**config.mk**
```make
export PLATFORM = sky130hd
export DESIGN_NAME = neopix_rx
export DESIGN_NICKNAME = d
export VERILOG_FILES = /design/src/rtl/neopix_pkg.sv /design/src/rtl/neopix_rx_sync_edge.sv /design/src/rtl/neopix_rx.sv
export SDC_FILE = /design/constraint.sdc
export NUM_CORES = 1
export LEC_CHECK = 0
export BUFFER_PORTS_ARGS = -buffer_cell sky130_fd_sc_hd__clkbuf_2
export CAP_MARGIN = 20
export CORE_ASPECT_RATIO = 0.75
export CORE_MARGIN = 1
export CORE_UTILIZATION = 56
export DETAILED_ROUTE_END_ITERATION = 12
export MAX_ROUTING_LAYER = met4
export PLACE_DENSITY = 0.85
export SKIP_CTS_REPAIR_TIMING = 1
export SYNTH_ARGS = -nofsm -noshare
export SYNTH_HDL_FRONTEND = slang
export SYNTH_SLANG_ARGS = --single-unit
```
**constraint.sdc**
```tcl
create_clock -name clk_i -period 6.55 [get_ports clk_i]
set_input_delay 1.31 -clock clk_i [delete_from_list [all_inputs] [get_ports clk_i]]
set_output_delay 1.31 -clock clk_i [all_outputs]
set_load 0.01 [all_outputs]
```
**src/rtl/neopix_pkg.sv**
```systemverilog
// WS2812 shared definitions: bus timing defaults, pixel word width, FSM state
// encoding and the ns/us to clock-cycle conversion used by both rx and tx.
// Latency: n/a (constants and pure functions). Backpressure: n/a.
package neopix_pkg;

  // Nominal WS2812 waveform
  localparam int WS_T0H_NS       = 350;
  localparam int WS_T1H_NS       = 700;
  localparam int WS_BIT_NS       = 1250;
  localparam int WS_THRESHOLD_NS = 600;
  localparam int WS_MIN_HIGH_NS  = 100;
  localparam int WS_RESET_US     = 50;

  // One pixel word: {G[7:0], R[7:0], B[7:0]}, G7 on the wire first
  localparam int PIXEL_W = 24;

  typedef enum logic [2:0] {
    ST_WAIT_GAP,
    ST_IDLE,
    ST_HIGH,
    ST_LOW,
    ST_LATCH
  } rx_state_t;

  // Integer, truncating conversions from wall time to clock cycles
  function automatic int ns_to_cycles(input int clk_hz, input int ns);
    return (clk_hz / 1_000_000) * ns / 1000;
  endfunction

  function automatic int us_to_cycles(input int clk_hz, input int us);
    return (clk_hz / 1_000_000) * us;
  endfunction

endpackage

```
**src/rtl/neopix_rx_sync_edge.sv**
```systemverilog
// Two-flop synchronizer for an asynchronous line plus registered rise/fall
// strobes. Latency: 3 clk_i edges from pin to lvl_o/rise_o/fall_o. No backpressure.
//
// Ports:
//   clk_i, reset_i : clock, synchronous active-high reset
//   din_i          : asynchronous input
//   lvl_o          : synchronized and delayed level, aligned with the strobes
//   rise_o, fall_o : 1-cycle strobes on a 0->1 / 1->0 transition of lvl_o
module sync_edge (
  input  logic clk_i,
  input  logic reset_i,
  input  logic din_i,
  output logic lvl_o,
  output logic rise_o,
  output logic fall_o
);

  logic meta;
  logic sync;

  // lvl_o doubles as the delay flop: the strobes compare the freshly
  // synchronized value against it before it is overwritten, so after each edge
  // lvl_o already shows the new level in the same cycle the strobe is high.
  always_ff @(posedge clk_i) begin
    if (reset_i) begin
      meta   <= 1'b0;
      sync   <= 1'b0;
      lvl_o  <= 1'b0;
      rise_o <= 1'b0;
      fall_o <= 1'b0;
    end else begin
      meta   <= din_i;
      sync   <= meta;
      lvl_o  <= sync;
      rise_o <= sync & ~lvl_o;
      fall_o <= ~sync & lvl_o;
    end
  end

endmodule

```
**src/rtl/neopix_rx.sv**
```systemverilog
// WS2812 single-wire receiver: classifies high pulses into bits, packs 24-bit GRB words.
// Latency: pixel_vld_o 4 clk_i edges after the closing fall; frame_done_o RST+4 after the last fall.
// Backpressure: none; strobes cannot be stalled, pixels past NUM_LEDS are dropped and flagged.
//
// Ports:
//   clk_i, reset_i : system clock, synchronous active-high reset
//   din_i          : asynchronous NeoPixel data line
//   pixel_o        : last completed word {G,R,B}, bit 23 first on the wire
//   pixel_vld_o    : 1-cycle strobe, pixel_o / pixel_idx_o valid
//   pixel_idx_o    : 0-based index of the pixel in the frame
//   frame_done_o   : 1-cycle strobe on a latch gap that ends a frame
//   err_o          : 1-cycle strobe on a glitch or a partial pixel at latch
//   overflow_o     : sticky, frame carried more than NUM_LEDS pixels
//   rx_bsy_o       : frame in progress (HIGH/LOW states)
module neopix_rx
  import neopix_pkg::*;
#(
  parameter int SYSTEM_CLOCK     = 100_000_000,
  parameter int NUM_LEDS         = 256,
  parameter int BIT_THRESHOLD_NS = WS_THRESHOLD_NS,
  parameter int MIN_HIGH_NS      = WS_MIN_HIGH_NS,
  parameter int RESET_US         = WS_RESET_US
) (
  input  logic                        clk_i,
  input  logic                        reset_i,
  input  logic                        din_i,
  output logic [PIXEL_W-1:0]          pixel_o,
  output logic                        pixel_vld_o,
  output logic [$clog2(NUM_LEDS)-1:0] pixel_idx_o,
  output logic                        frame_done_o,
  output logic                        err_o,
  output logic                        overflow_o,
  output logic                        rx_bsy_o
);

  localparam int THR  = ns_to_cycles(SYSTEM_CLOCK, BIT_THRESHOLD_NS);
  localparam int MINH = ns_to_cycles(SYSTEM_CLOCK, MIN_HIGH_NS);
  localparam int RST  = us_to_cycles(SYSTEM_CLOCK, RESET_US);

  localparam int CW = $clog2(RST + 1);       // duration counter, holds RST
  localparam int IW = $clog2(NUM_LEDS);      // reported index width
  localparam int XW = $clog2(NUM_LEDS + 1);  // internal index, must reach NUM_LEDS

  localparam logic [CW-1:0] THR_C  = CW'(THR);
  localparam logic [CW-1:0] MINH_C = CW'(MINH);
  localparam logic [CW-1:0] RST_C  = CW'(RST);
  localparam logic [XW-1:0] NUM_C  = XW'(NUM_LEDS);
  localparam logic [4:0]    LAST_BIT = 5'(PIXEL_W - 1);

  logic            lvl;
  logic            rise;
  logic            fall;

  rx_state_t       state;
  logic [CW-1:0]   cnt;
  logic [CW-1:0]   cnt_inc;
  logic            bit_val;
  logic [4:0]      bit_cnt;
  logic [PIXEL_W-2:0] word;   // first 23 bits; the 24th goes straight to pixel_o
  logic [XW-1:0]   idx;

  sync_edge u_sync (
    .clk_i   (clk_i),
    .reset_i (reset_i),
    .din_i   (din_i),
    .lvl_o   (lvl),
    .rise_o  (rise),
    .fall_o  (fall)
  );

  // The counter saturates at RST so an overlong high simply reads as a 1 and an
  // overlong low is a single latch, never a wrap back into small counts.
  always_comb begin
    cnt_inc = (cnt == RST_C) ? cnt : cnt + 1'b1;
    bit_val = (cnt >= THR_C);
  end

  // Counting convention: the counter is loaded with 1 on the strobe that opens
  // a level, so on the closing strobe it equals the number of cycles that level
  // was seen. This makes THR/MINH/RST compare directly against cycle counts.
  always_ff @(posedge clk_i) begin
    if (reset_i) begin
      state        <= ST_WAIT_GAP;
      cnt          <= '0;
      bit_cnt      <= '0;
      word         <= '0;
      idx          <= '0;
      pixel_o      <= '0;
      pixel_vld_o  <= 1'b0;
      pixel_idx_o  <= '0;
      frame_done_o <= 1'b0;
      err_o        <= 1'b0;
      overflow_o   <= 1'b0;
      rx_bsy_o     <= 1'b0;
    end else begin
      pixel_vld_o  <= 1'b0;
      frame_done_o <= 1'b0;
      err_o        <= 1'b0;

      case (state)
        // Resynchronise to the stream: only a full latch-length low proves we
        // are between frames, any high restarts the wait.
        ST_WAIT_GAP: begin
          rx_bsy_o <= 1'b0;
          if (lvl) begin
            cnt <= '0;
          end else if (cnt_inc == RST_C) begin
            cnt   <= '0;
            idx   <= '0;
            state <= ST_IDLE;
          end else begin
            cnt <= cnt_inc;
          end
        end

        ST_IDLE: begin
          if (rise) begin
            cnt        <= CW'(1);
            overflow_o <= 1'b0;
            rx_bsy_o   <= 1'b1;
            state      <= ST_HIGH;
          end
        end

        ST_HIGH: begin
          if (fall) begin
            if (cnt < MINH_C) begin
              // Runt pulse: the bit alignment is lost, drop the partial word.
              err_o    <= 1'b1;
              bit_cnt  <= '0;
              word     <= '0;
              cnt      <= '0;
              rx_bsy_o <= 1'b0;
              state    <= ST_WAIT_GAP;
            end else begin
              cnt   <= CW'(1);
              state <= ST_LOW;
              if (bit_cnt == LAST_BIT) begin
                bit_cnt <= '0;
                if (idx < NUM_C) begin
                  pixel_o     <= {word, bit_val};
                  pixel_vld_o <= 1'b1;
                  pixel_idx_o <= idx[IW-1:0];
                  idx         <= idx + 1'b1;
                end else begin
                  overflow_o <= 1'b1;
                end
              end else begin
                word    <= {word[PIXEL_W-3:0], bit_val};
                bit_cnt <= bit_cnt + 1'b1;
              end
            end
          end else begin
            cnt <= cnt_inc;
          end
        end

        ST_LOW: begin
          if (rise) begin
            cnt   <= CW'(1);
            state <= ST_HIGH;
          end else if (cnt_inc == RST_C) begin
            cnt      <= cnt_inc;
            rx_bsy_o <= 1'b0;
            state    <= ST_LATCH;
          end else begin
            cnt <= cnt_inc;
          end
        end

        ST_LATCH: begin
          frame_done_o <= 1'b1;
          if (bit_cnt != '0) begin
            err_o <= 1'b1;
          end
          bit_cnt <= '0;
          word    <= '0;
          idx     <= '0;
          // A new frame starting in this very cycle must not be lost.
          if (rise) begin
            cnt        <= CW'(1);
            overflow_o <= 1'b0;
            rx_bsy_o   <= 1'b1;
            state      <= ST_HIGH;
          end else begin
            cnt   <= '0;
            state <= ST_IDLE;
          end
        end

        default: begin
          cnt   <= '0;
          state <= ST_WAIT_GAP;
        end
      endcase
    end
  end

endmodule

```
## Word level (Yosys, flattened, before mapping)

Index checks and enable logic that the tools add are counted.

| storage, ports and cells | value |
|---|---|
| RAM bits | 0 |
| logic and storage cells | 118 |
| memory bits (read-only) | 0 |
| input bits | 3 |
| output and inout bits | 37 |
| memories kept | 0 |
| latch bits | 0 |
| register bits | 95 |

| cells by class | value |
|---|---|
| shifts and indexed selects | 0 |
| mux-type cells | 51 |
| div/mod/pow operators | 0 |
| multiply operators | 0 |
| eq/ne operators | 21 |
| reduce and logical (&&, ||, !) cells | 15 |
| add/subtract/negate cells | 3 |
| bitwise logic cells | 8 |
| magnitude comparators | 3 |

Operator list:

| kind | count |
|---|---|
| 13-bit 2-to-1 mux | 6 |
| 23-bit 2-to-1 mux | 3 |
| 13-bit one-hot mux with 5 select lines | 1 |
| 9-bit 2-to-1 mux | 6 |
| 23-bit one-hot mux with 2 select lines | 1 |
| 9-bit one-hot mux with 3 select lines | 1 |
| 13-bit == test, second input constant | 2 |
| 3-bit 2-to-1 mux | 6 |
| 2-bit inequality test, second input constant | 9 |
| 1-bit 2-to-1 mux | 17 |
| 5-bit 2-to-1 mux | 3 |
| 3-bit one-hot mux with 5 select lines | 1 |
| 13-bit by 1-bit adder with 13-bit output, second input constant | 1 |
| 13-bit by 6-bit >= comparator with 1-bit output, second input constant | 1 |
| 13-bit by 4-bit < comparator with 1-bit output, second input constant | 1 |
| 6-bit AND reduction | 2 |
| 5-bit one-hot mux with 2 select lines | 1 |
| 5-bit AND reduction | 2 |
| 9-bit by 1-bit adder with 9-bit output, second input constant | 1 |
| 9-bit < comparator, second input constant | 1 |
| 7-bit AND reduction | 1 |
| 3-bit by 2-bit == test with 1-bit output, second input constant | 2 |
| 2-bit by 1-bit inequality test with 1-bit output, second input constant | 3 |
| 1-bit NOT | 6 |
| other kinds (19) | 23 |

## Logic depth before layout (Yosys ltp)

Gate-level depths: netlist of the first run.

| logic depth | value |
|---|---|
| word-level depth | 6 |
| depth in mapped cells | 10 |

## Modules after synthesis

Synthesis of the first run repeated with hierarchy kept, for this count alone.

| unflattened totals | value |
|---|---|
| cells, all modules | 531 |
| area total of the unflattened synthesis | 4331.7 sq um |

Modules (own cells, without submodules):

| module | area an instance (sq um) | cells each | instances |
|---|---|---|---|
| neopix_rx | 4197.8 | 521 | 1 |
| sync_edge | 133.9 | 10 | 1 |

## Least setup slack after synthesis of the first run

Ideal clock, no wire load.

| timing | value |
|---|---|
| path kind | flip-flop to flip-flop |
| start | reg cnt[0] |
| end | reg idx[4] |
| path slack | 4048 ps |
| clock period less this slack | 2502 ps |
| library setup time | 134 ps |
| arrival | 2369 ps |
| stages on the path, launching flop included | 10 |
| cells stage by stage | dfxtp_1 > ha_1 > nand2_1 > nor3b_1 > mux2_2 > nor4_2 > a31o_1 > buf_6 > o211a_1 > nor3_2 |

| between the ends | value |
|---|---|
| longest elaborated chain between the ends | 5 |

RTL lines:

| what | line | RTL |
|---|---|---|
| start, declared | neopix_rx.sv:55 | `logic [CW-1:0] cnt;` |
| start signal, assigned | neopix_rx.sv:112 | `cnt <= cnt_inc;` |
| start signal, assigned | neopix_rx.sv:154 | `cnt <= cnt_inc;` |
| start signal, assigned | neopix_rx.sv:163 | `cnt <= cnt_inc;` |
| 13-bit by 1-bit adder with 13-bit output or 13-bit == test (tied branches) | neopix_rx.sv:74 | `cnt_inc = (cnt == RST_C) ? cnt : cnt + 1'b1;` |
| 13-bit 2-to-1 mux | neopix_rx.sv:74 |  |
| 13-bit == test | neopix_rx.sv:107 | `end else if (cnt_inc == RST_C) begin` |
| 2-bit inequality test (no line) | -- |  |
| 7-bit AND reduction (no line) * | -- |  |
| end signal, assigned | neopix_rx.sv:144 | `idx <= idx + 1'b1;` |
| end, declared | neopix_rx.sv:60 | `logic [XW-1:0] idx;` |

Mark *: on every way between the ends. The rest lies on a longest branch, timed or not.
A chain may end at the register's enable or synchronous reset.

## Worst setup path in the final report of the first run

Ends and elaborated chain as after synthesis.

==> reports/results.ini, run 1 <==
[run_status]
status = complete, no violations

[routing]
drc = 0
wl_um = 9985
vias = 4011
drtIter0Drc = 283
wl_per_cell_um = 14.86
antenna_left = 0
firstDrtPassIters = 5
viasPerCell = 5.969

[floorplanning]
fp.dieH_um = 78.41
core_um2 = 7432
die_area_um2 = 8145
std_cell_rows = 27
ios = 40
die_w_um = 103.9
start_util_pct = 58.65

[clock_tree]
clockBufferDepth = 2
cts.sinks = 95
cts_inserted_buffers = 9
clk_pin_slew_ns = 0.09
insertion_delay_ns = 0.36
cts-root-buf = clkbuf_8
cts_tree = built
ctsHtreeMaxLevel = 3

[grt]
grtUsageTotal_pct = 26.13
grt_pass1_wl_um = 16820
grt_max_degree = 87
grt_pass1_vias = 3579
grt_antenna_before_repair = 0
global_route.overflow_total = 0

[finish]
final.fill_count = 644
antenna_cells = 0
layout_commonest_cell = nand2_1
mostFrequentLayoutCells = nand2_1 (114), dfxtp_1 (95), a21oi_1 (78)
final_area_um2 = 4793
num-nets-final = 574
syn2layout_area_growth_pct = 9.960
layout-drive-gt1-share_pct = 13.49

[pwr]
cellPowerDensity_nw_per_um2 = 229.2
finalPower_mw = 1.099
vdd_drop_max_mv = 0.1157
p_leak_nw = 1.744

[yosys]
ys_async_sr_fraction_pct = 0
ys_seq_area_share_pct = 43.63
syn_nets = 560
synth_ff_type = dfxtp_1
yosysUniqueCellTypes = 61
synthesis.area_um2 = 4359
yosys_warnings = 0
synth_edf_count = 0
postSynthAreaPerCell_um2 = 7.897
syn_inst = 552
yosys_register_bits = 95

[critical_path]
r2r_setup_slack_ns = 3.28
cp-end-kind = flip-flop
r2r-end = idx[4]
start_kind = flip-flop
rr_startpoint = cnt[0]
worst_r2r_path_depth = 8
worstSetupPathType = reg2reg
required_ns = 6.77
critPathMaxFanout = 9
crit_arrival_ns = 3.49

[sta]
worst_pin_slew_ns = 0.8880
setup_viol = 0
min_period_over_period_pct = 49.88
worst_clock_skew_ns = 0.006366
tns_ns = 0
drv_slew = 0
whs_ns = 0.4124
report.final.hold_viol_count = 0
maxSlewHeadroom_pct = 40.80
fmax_mhz = 306.1
rsz0062_at_grt = no
min_period_ns = 3.267

[placement]
gp_congestion = 0.9252
dp_hpwl_um = 6576
numPortBuffers = 39
placed_area_um2 = 4523

[min_path]
min_to = u_sync.fall_o
hp-start = u_sync.sync
whs_path_depth = 1
hold_path.class = reg2reg

[job]
drv_cap = 0

## critical path: stages, from the launching register on
cell and delay [ns]:
dfxtp_1 0.49, ha_1 0.37, nand2_1 0.18, nor3b_1 0.42, mux2_2 0.41, nor4_2 0.51, a31o_1 0.46, o211a_1 0.24
nor3_2 0.05
## report_power, final
group	internal [mW]	leakage, nW	total (mW)	switching [mW]
logic	0.0142	0.855	0.0373	0.0231
registers	0.582	0.766	0.593	0.0110
clock network	0.257	0.123	0.469	0.211
total	0.853	1.74	1.10	0.245
## cell families after synthesis
| kind of cell | share of synthesized area (%) |
|---|---|
| compound gates | 19.37 |
| buf+inv | 5.195 |
| simple gates | 28.59 |
| xor+xnor | 0.6029 |
| fa+ha+maj | 1.435 |
| flops | 43.63 |
| mux | 1.177 |
## worst max-delay path by stage
stage / slack [ns] / cells after the start / endpoint / from
global route: 3.12 / 7 / cnt[5] / reset_i
detailed placement: 3.01 / 7 / cnt[5] / reset_i
CTS: 3.38 / 8 / idx[4] / cnt[0]
finish: 3.28 / 8 / idx[4] / cnt[0]
floorplan: 4.05 / 9 / idx[4] / cnt[0]
global placement: 3.13 / 7 / cnt[5] / reset_i
## area by class of cell
type | count | area, um2 | area share (%)
Multi-Input combinational cell | 406 | 2236 | 46.65
Sequential cell | 95 | 1902 | 39.68
Timing Repair Buffer | 43 | 245.2 | 5.116
Clock buffer | 10 | 127.6 | 2.662
Tap cell | 101 | 126.4 | 2.636
Clock inverter | 6 | 115.1 | 2.401
Inverter | 11 | 41.29 | 0.8614
## routing by layer
metal	vias up	track usage, %	wire, um
li1	1963	-	-
met1	1863	34.41	4650
met2	170	39.93	4523
met4	0	9.000	94
met5	-	-	0
met3	15	5.731	717
## sequential cells by signal, indices dropped and copies added (netlist names)
register       flops
pixel_o           24
rx_bsy_o           1
bit_cnt            5
u_sync.meta        1
overflow_o         1
pixel_vld_o        1
word              23
cnt               13
u_sync.lvl_o       1
u_sync.sync        1
state              3
u_sync.rise_o      1
pixel_idx_o        8
err_o              1
u_sync.fall_o      1
frame_done_o       1
idx                9
## per-stage QoR
| step | worst slack, ns | instances | utilization [%] |
|---|---|---|---|
| floorplan | 4.048 | 552 | - |
| global route | 3.122 | 672 | 64.49 |
| global placement | 3.129 | 655 | 60.86 |
| detailed placement | 3.009 | 655 | 60.86 |
| CTS | 3.381 | 671 | 64.12 |
| finish | 3.283 | 672 | 64.49 |
## cells in the mapped netlist (all sizes together), types with 7 or more instances
| library cell | n | share of area (%) |
|---|---|---|
| and3 | 7 | 1.0 |
| o21ai | 13 | 1.5 |
| nor4 | 7 | 1.3 |
| nand2b | 10 | 1.4 |
| nor2 | 31 | 2.7 |
| dfxtp | 95 | 44 |
| nor3 | 14 | 2.2 |
| clkbuf | 26 | 2.2 |
| inv | 11 | 0.95 |
| a21oi | 79 | 9.2 |
| nand3 | 43 | 4.9 |
| nand2 | 114 | 9.8 |
| buf | 14 | 2.0 |
| a31oi | 11 | 1.6 |
Power figures use the tool's default switching activity.
==> run 2, diff against run 1 <==
- clock period: 6.55 -> 3.1 ns (I/O delays scaled with it)
==> run 2 against run 1 <==
Clock-buffer cell count grew 2. Final area grew 0.29%. Maximum frequency grew 17%. Utilization grew 0.19 points. Clock skew grew 0.00070 ns. Setup slack lost 3.0 ns. Via count grew 0.45%. Critical path depth is the same. Non-clock buffer count grew 11. First-iteration DRC count grew 19%. Sequential power grew 110%. Wire length grew 2.0%. Critical path type unchanged.
==> reports/results.ini, run 2 (synthesis gave the netlist of run 1 again) <==
[run_status]
status = complete, no violations

[critical_path]
crit_arrival_ns = 3.07
path_buf_inv = 0
cp_slowest_stage_delay_ns = 0.48
cp_top_family = compound AO/OA/AOI/OAI gates
required_ns = 3.37
critPathMaxFanout = 11
worstSetupPathType = reg2reg
cp_slowest_cell = dfxtp_1
start_kind = flip-flop
cp-end-kind = flip-flop
path_cells = ha_1 > nand2_1 > nor3b_1 > mux2_2 > nor3_1 > a41oi_2 > a21o_1 > a22o_1

[sta]
report.final.hold_viol_count = 0
worst_clock_skew_ns = 0.007062
tns_ns = 0
setup_ws_ns = 0.3016
min_period_ns = 2.798
maxSlewHeadroom_pct = 43.24
fmax_mhz = 357.3
worst_pin_slew_ns = 0.8514
rsz0062_at_grt = no
min_period_over_period_pct = 90.27
setup_viol = 0
drv_slew = 0

[finish]
final.fill_count = 678
largestRegisters = pixel_o (24), word (23), cnt (13)
layout_commonest_cell = nand2_1
syn2layout_area_growth_pct = 10.28
largest_reg_flops = 24
layout-drive-gt1-share_pct = 15.29
antenna_cells = 0
seqCellArea_um2 = 1902
mostFrequentLayoutCells = nand2_1 (114), dfxtp_1 (95), a21oi_1 (78)
multi_input_area_um2 = 2236
final_area_um2 = 4807
regMostFlops = pixel_o
fin_util_pct = 64.68
num-nets-final = 585

[routing]
firstDrtPassIters = 5
wl_um = 10190
viasPerCell = 5.899
drtIter0Drc = 337
antenna_left = 0
wl_per_cell_um = 14.92
vias = 4029
drc = 0

[pwr]
combinationalPowerShare_pct = 4.8
swShare_pct = 23.78
cellPowerDensity_nw_per_um2 = 443.0
finalPower_mw = 2.129
seqPwrFrac_pct = 58.3
power_frac_clock_pct = 36.9
p_leak_nw = 1.764
internal_power_mw = 1.623
vdd_drop_max_mv = 0.2707
switchingPower_mw = 0.5064

[floorplanning]
ios = 40
die_area_um2 = 8145
core_um2 = 7432
std_cell_rows = 27
fp.dieH_um = 78.41
start_util_pct = 58.65
die_w_um = 103.9

[placement]
placed_area_um2 = 4613
post-place-ws_ns = 0.3595
dp_hpwl_um = 6927
numPortBuffers = 39
gp_congestion = 0.9074

[min_path]
hold_path.class = reg2reg

[grt]
grt_pass1_wl_um = 17340
grtUsageTotal_pct = 27.42
global_route.overflow_total = 0
grt_antenna_before_repair = 0
grt_pass1_vias = 3618
grt_max_degree = 63

[job]
drv_cap = 0

[clock_tree]
ctsHtreeMaxLevel = 3
cts_tree = built
insertion_delay_ns = 0.38
cts.sinks = 95
cts-root-buf = clkbuf_8
clockBufferDepth = 2
cts_inserted_buffers = 9
clk_pin_slew_ns = 0.09

## run 2: changes by cell type in the layout (fill, tap and decap cells not counted), moves of 2 or more
cell / change
clkinvlp_4: +2
bufinv_16: -3
clkbuf_8: +3
buf_4: +12
## run 2: per-stage QoR
step | cells | hold slack [ns]
after floorplan | 552 | 0.3835
after global placement | 667 | 0.3965
after detailed placement | 667 | 0.4005
after CTS | 683 | 0.4060
after global routing | 683 | 0.4310
final | 683 | 0.4115
## run 2: metal layers
| layer | routed length, um | track usage (%) | vias to the layer above | share of wire [%] |
|---|---|---|---|---|
| met3 | 636 | 6.395 | 16 | 6.2 |
| li1 | - | - | 1982 | - |
| met4 | 176 | 10.43 | 0 | 1.7 |
| met1 | 4745 | 35.94 | 1909 | 47 |
| met5 | 0 | - | - | 0 |
| met2 | 4630 | 41.33 | 122 | 45 |
## run 2: final timing paths
| path | start | to | slack, ns | cells after the start |
|---|---|---|---|---|
| setup / recovery | cnt[0] | cnt[3] | 0.30 | 8 |
| setup reg to reg | cnt[0] | cnt[3] | 0.30 | 8 |
| hold reg to reg | u_sync.sync | u_sync.fall_o | 0.41 | 1 |
| hold / removal | u_sync.sync | u_sync.fall_o | 0.41 | 1 |
## run 2: area by class of cell
type / instances / share of cell area (%)
clock buffer: 12 / 3.436
multi-input combinational: 406 / 46.51
timing repair buffer: 54 / 6.403
clock inverter: 4 / 0.5986
inverter: 11 / 0.8589
tap: 101 / 2.629
sequential: 95 / 39.56
## run 2: power by group through the flow
stage               Combinational, mW  Clock, mW  Sequential (mW)
finish                          0.102      0.786             1.24
CTS                            0.0994      0.801             1.24
detailed placement             0.0997          0             1.27
global placement               0.0985          0             1.27
global route                    0.112      0.859             1.24
floorplan                      0.0767          0             1.27
